## src/rtl/axis_upsize_packer.sv

```systemverilog
// rtl/axis_upsize_packer.sv - AXI4-Stream upsizer packing RATIO narrow beats into one wide beat.
// Early flush on tlast; unfilled lanes of a flushed word carry zero data and zero keep.
module axis_upsize_packer #(
  parameter int S_DATA_WIDTH = 8,
  parameter int RATIO        = 4,
  parameter int USER_WIDTH   = 1,
  parameter int S_KEEP_WIDTH = S_DATA_WIDTH / 8,
  parameter int M_DATA_WIDTH = S_DATA_WIDTH * RATIO,
  parameter int M_KEEP_WIDTH = S_KEEP_WIDTH * RATIO
) (
  input  logic                    clk,
  input  logic                    rstn,
  input  logic [S_DATA_WIDTH-1:0] s_axis_tdata,
  input  logic [S_KEEP_WIDTH-1:0] s_axis_tkeep,
  input  logic                    s_axis_tvalid,
  output logic                    s_axis_tready,
  input  logic                    s_axis_tlast,
  input  logic [USER_WIDTH-1:0]   s_axis_tuser,
  output logic [M_DATA_WIDTH-1:0] m_axis_tdata,
  output logic [M_KEEP_WIDTH-1:0] m_axis_tkeep,
  output logic                    m_axis_tvalid,
  input  logic                    m_axis_tready,
  output logic                    m_axis_tlast,
  output logic [USER_WIDTH-1:0]   m_axis_tuser
);

  localparam int LANE_W = (RATIO > 1) ? $clog2(RATIO) : 1;

  logic [LANE_W-1:0]       lane;
  logic [M_DATA_WIDTH-1:0] acc_data;
  logic [M_KEEP_WIDTH-1:0] acc_keep;
  logic [USER_WIDTH-1:0]   acc_user;

  logic                    in_fire;
  logic                    final_beat;
  logic [M_DATA_WIDTH-1:0] word_data;
  logic [M_KEEP_WIDTH-1:0] word_keep;
  logic [USER_WIDTH-1:0]   word_user;

  // Input stalls whenever an output word is held, even for non-final lanes.
  assign s_axis_tready = rstn && (!m_axis_tvalid || m_axis_tready);
  assign in_fire       = s_axis_tvalid && s_axis_tready;
  assign final_beat    = (lane == LANE_W'(RATIO - 1)) || s_axis_tlast;
  assign word_user     = (lane == '0) ? s_axis_tuser : acc_user;

  // Accumulated lanes with the current beat merged into lane `lane`.
  always_comb begin
    word_data = acc_data;
    word_keep = acc_keep;
    for (int i = 0; i < RATIO; i++) begin
      if (lane == LANE_W'(i)) begin
        word_data[i*S_DATA_WIDTH +: S_DATA_WIDTH] = s_axis_tdata;
        word_keep[i*S_KEEP_WIDTH +: S_KEEP_WIDTH] = s_axis_tkeep;
      end
    end
  end

  always_ff @(posedge clk) begin
    if (!rstn) begin
      lane          <= '0;
      acc_data      <= '0;
      acc_keep      <= '0;
      acc_user      <= '0;
      m_axis_tvalid <= 1'b0;
      m_axis_tdata  <= '0;
      m_axis_tkeep  <= '0;
      m_axis_tlast  <= 1'b0;
      m_axis_tuser  <= '0;
    end else begin
      if (m_axis_tvalid && m_axis_tready) begin
        m_axis_tvalid <= 1'b0;
      end
      if (in_fire) begin
        if (final_beat) begin
          // A final beat in the same cycle as an output handshake overrides the clear above.
          m_axis_tvalid <= 1'b1;
          m_axis_tdata  <= word_data;
          m_axis_tkeep  <= word_keep;
          m_axis_tlast  <= s_axis_tlast;
          m_axis_tuser  <= word_user;
          lane          <= '0;
          acc_data      <= '0;
          acc_keep      <= '0;
        end else begin
          acc_data <= word_data;
          acc_keep <= word_keep;
          if (lane == '0) begin
            acc_user <= s_axis_tuser;
          end
          lane <= lane + LANE_W'(1);
        end
      end
    end
  end

endmodule

```

## config.mk

```make
export PLATFORM = sky130hd
export DESIGN_NAME = axis_upsize_packer
export DESIGN_NICKNAME = d
export VERILOG_FILES = /design/src/rtl/axis_upsize_packer.sv
export SDC_FILE = /design/constraint.sdc
export NUM_CORES = 1
export LEC_CHECK = 0
export ABC_CLOCK_PERIOD_IN_PS = 1800
export CORE_MARGIN = 2
export CORE_UTILIZATION = 52
export CTS_BUF_LIST = sky130_fd_sc_hd__clkbuf_16
export DETAILED_ROUTE_END_ITERATION = 8
export MAX_ROUTING_LAYER = met4
export PLACE_DENSITY = 0.79
export SLEW_MARGIN = 30
export SYNTH_ARGS = -nofsm -noshare
export SYNTH_HDL_FRONTEND = slang
export SYNTH_SLANG_ARGS = --single-unit
```

## constraint.sdc

```tcl
create_clock -name clk -period 1.8 [get_ports clk]
set_clock_uncertainty 0.15 [all_clocks]
set_input_delay 0.36 -clock clk [delete_from_list [all_inputs] [get_ports clk]]
set_output_delay 0.36 -clock clk [all_outputs]
set_load 0.05 [all_outputs]
```

==> metrics.yaml <==
status:
  outcome: "completed"
layout:
  design_area_sq_mm: 0.00407
  fin_nets: 365
  num_antenna_cells: 0
  drive_gt1_share_pct: 23.9
  area_delta_synth_final_pct: 26.4
clock_network:
  cts_root_buf: "clkbuf_16"
  cts.sinks: 78
  insertion_delay_ps: 330
  ctsHtreeMaxLevel: 3
  cts_tree: "yes"
  clockBufferDepth: 2
  clk_pin_slew_worst_paths_ps: 60
  post_cts.repair.setup_buffers: 0
  post_cts_resized: 0
  cts_buffers: 9
  holdBufCountCts: 0
placement:
  placed_area_sq_mm: 0.00380
  dp.final_hpwl_um: 4640
  gp_congestion: 0.817
  portBuffers: 54
grt:
  overflow: 0
  use_met3_pct: 4.35
  top_usage_layer: "met2"
  met2_usage_pct: 34.0
  first_global_vias: 2178
  antenna_found_initial: 0
  grtUsageTotal_pct: 21.4
  grt_max_degree: 38
  grt_pass1_wl_um: 10600
  grt_use_met1_pct: 26.6
sta:
  tns_ps: 0
  max-slew-margin-rel_pct: 68.5
  report.final.slew_viol_count: 0
  period_minus_slack_ps: 1700
  finalSetupViolCount: 0
  worst-slew-pin-transition_ps: 471
  min_period_over_period_pct: 94.6
  max_freq_mhz: 587
  rsz0062_at_grt: "false"
  final-hold-violation-count: 0
worst_setup_path:
  crit_family: "buffers and inverters"
  path_max_fanout: 2
  worst_setup_path_start_kind: "input pin"
  cp_slowest_stage_delay_ps: 420
  r2r_slack_ps: 100
  cp-startpoint: "m_axis_tready"
  crit_type: "in2out"
  end_kind: "output port"
  worstPathCellList: "clkdlybuf4s50_1 > nor2b_1 > nor2_2 > buf_12"
  worstPathRequired_ps: 1290
  r2r_start: "lane[0]$_SDFFE_PN0P_"
  path_buf_inv: 2
  cp.arrival_ps: 1190
  critPathSlowestCell: "clkdlybuf4s50_1"
power:
  p_sw_share_pct: 25.1
  p_seq_share_pct: 46.9
  p_int_w: 0.00284
  vdd_drop_max_uv: 573
  power.density_mw_per_mm2: 932
  p_switching_w: 0.000951
  p_clk_share_pct: 43.3
  pwr-share-comb_pct: 9.8
  p_leak_nw: 1.58
floorplan:
  chipHeight_um: 82.7
  die_w_um: 82.7
  core.rowCount: 28
  io_pins: 55
  core_area_sq_mm: 0.00596
  die_area_sq_mm: 0.00684
  start_util_pct: 54.1
detailed_routing:
  drtAntennaViolNets: 0
  wl_per_cell_um: 15.6
  drt_first_pass_iters: 4
  viasPerCell: 5.48
  vias: 2333
  wirelength_um: 6670
  drt-initial-drc-count: 85
  drcViolationCount: 0
synthesis:
  synth_area_leaders: "dfxtp_1 48%, mux2i_1 23%, a32o_1 8.7%"
  ys_ff_latch: 78
  ys_seq_area_share_pct: 48.5
  synth-edff-count: 0
  synth_top_area_share_pct: 48.5
  synth_nets: 303
  yosys_warnings: 0
  async_flop_share_pct: 0
  synth_ff_type: "dfxtp_1"
  synth_common_cells: "78 x dfxtp_1, 75 x mux2i_1, 39 x nand2_1"
  netlist_instances: 284
  yosysMostFrequentCell: "dfxtp_1"
  yosysTopAreaCell: "dfxtp_1"
  netlist_area_sq_mm: 0.00322
  syn_avg_cell_area_sq_um: 11.3
  yosysUniqueCellTypes: 24
worst_hold_path:
  min_from: "rstn"
  min-delay-path-class: "in2reg"
run:
  maxCapViolCount: 0
[power groups by stage]
| stage | sequential [W] | clock, W | combinational, W |
|---|---|---|---|
| after floorplan | 0.00188 | 0 | 0.000168 |
| after global placement | 0.00181 | 0 | 0.000370 |
| after detailed placement | 0.00182 | 0 | 0.000372 |
| after CTS | 0.00178 | 0.00167 | 0.000374 |
| after global routing | 0.00178 | 0.00174 | 0.000397 |
| final | 0.00178 | 0.00164 | 0.000372 |
[stage by stage]
step	worst slack, ps	hold WS [ps]	util, %	total power (W)	instances
2_1_floorplan	90.1	279	-	0.00205	284
3_3_place_gp	-158	292	63.8	0.00218	410
3_5_place_dp	-184	293	63.8	0.00219	410
4_1_cts	87.3	245	68.4	0.00383	426
5_1_grt	22.4	272	68.4	0.00392	426
6_report	96.8	253	68.4	0.00380	426
[registers in the layout (all words and copies together) (netlist names)]
register / flops
acc_user: 1
m_axis_tlast: 1
acc_keep: 4
m_axis_tdata: 32
m_axis_tuser: 1
lane: 2
m_axis_tkeep: 4
acc_data: 32
m_axis_tvalid: 1
[layer usage]
layer / share of wire [%] / wire length (um)
met1: 45 / 2990
met2: 47 / 3140
met3: 6.2 / 411
met4: 1.8 / 119
met5: 0 / 0
[worst paths after layout]
kind / depth (start not counted) / end
worst max register to register: 5 / acc_data[23]$_SDFFE_PN0P_
worst min register to register: 2 / m_axis_tdata[12]$_SDFFE_PN0P_
worst min-delay path: 3 / lane[0]$_SDFFE_PN0P_
worst max-delay path: 4 / s_axis_tready
[layout by cell type (no fill, tap or decap), drive strengths merged, types with 4 or more instances in the layout]
cell type and n:
dfxtp 78, mux2i 75, buf 60, nand2 39, a32o 28, clkdlybuf4s50 13
and2 11, clkbuf 9, inv 5, ha 4
[area by class of cell]
cell class / count / area (sq um)
timing repair buffer: 73 / 641
clock buffer: 9 / 225
inverter: 4 / 15.0
tap: 75 / 93.8
multi-input combinational: 180 / 1490
clock inverter: 7 / 48.8
sequential: 78 / 1560
fill: 461 / 1880
[worst register-to-register path, stage by stage, from the launching register on]
cell and delay [ps]:
dfxtp_1 330, ha_1 240, or2_0 250, buf_4 170, o211ai_4 280, a32o_1 220
[cell families after synthesis]
kind of cell	Yosys count	synth area share, %
flip-flops	78	48.5
multiplexers	75	23.3
buffers and inverters	26	5.40
adder cells (fa/ha/maj)	4	1.55
AO/OA/AOI/OAI	38	11.7
AND/OR/NAND/NOR	63	9.63
No activity file was read; power rests on OpenSTA's default activity.
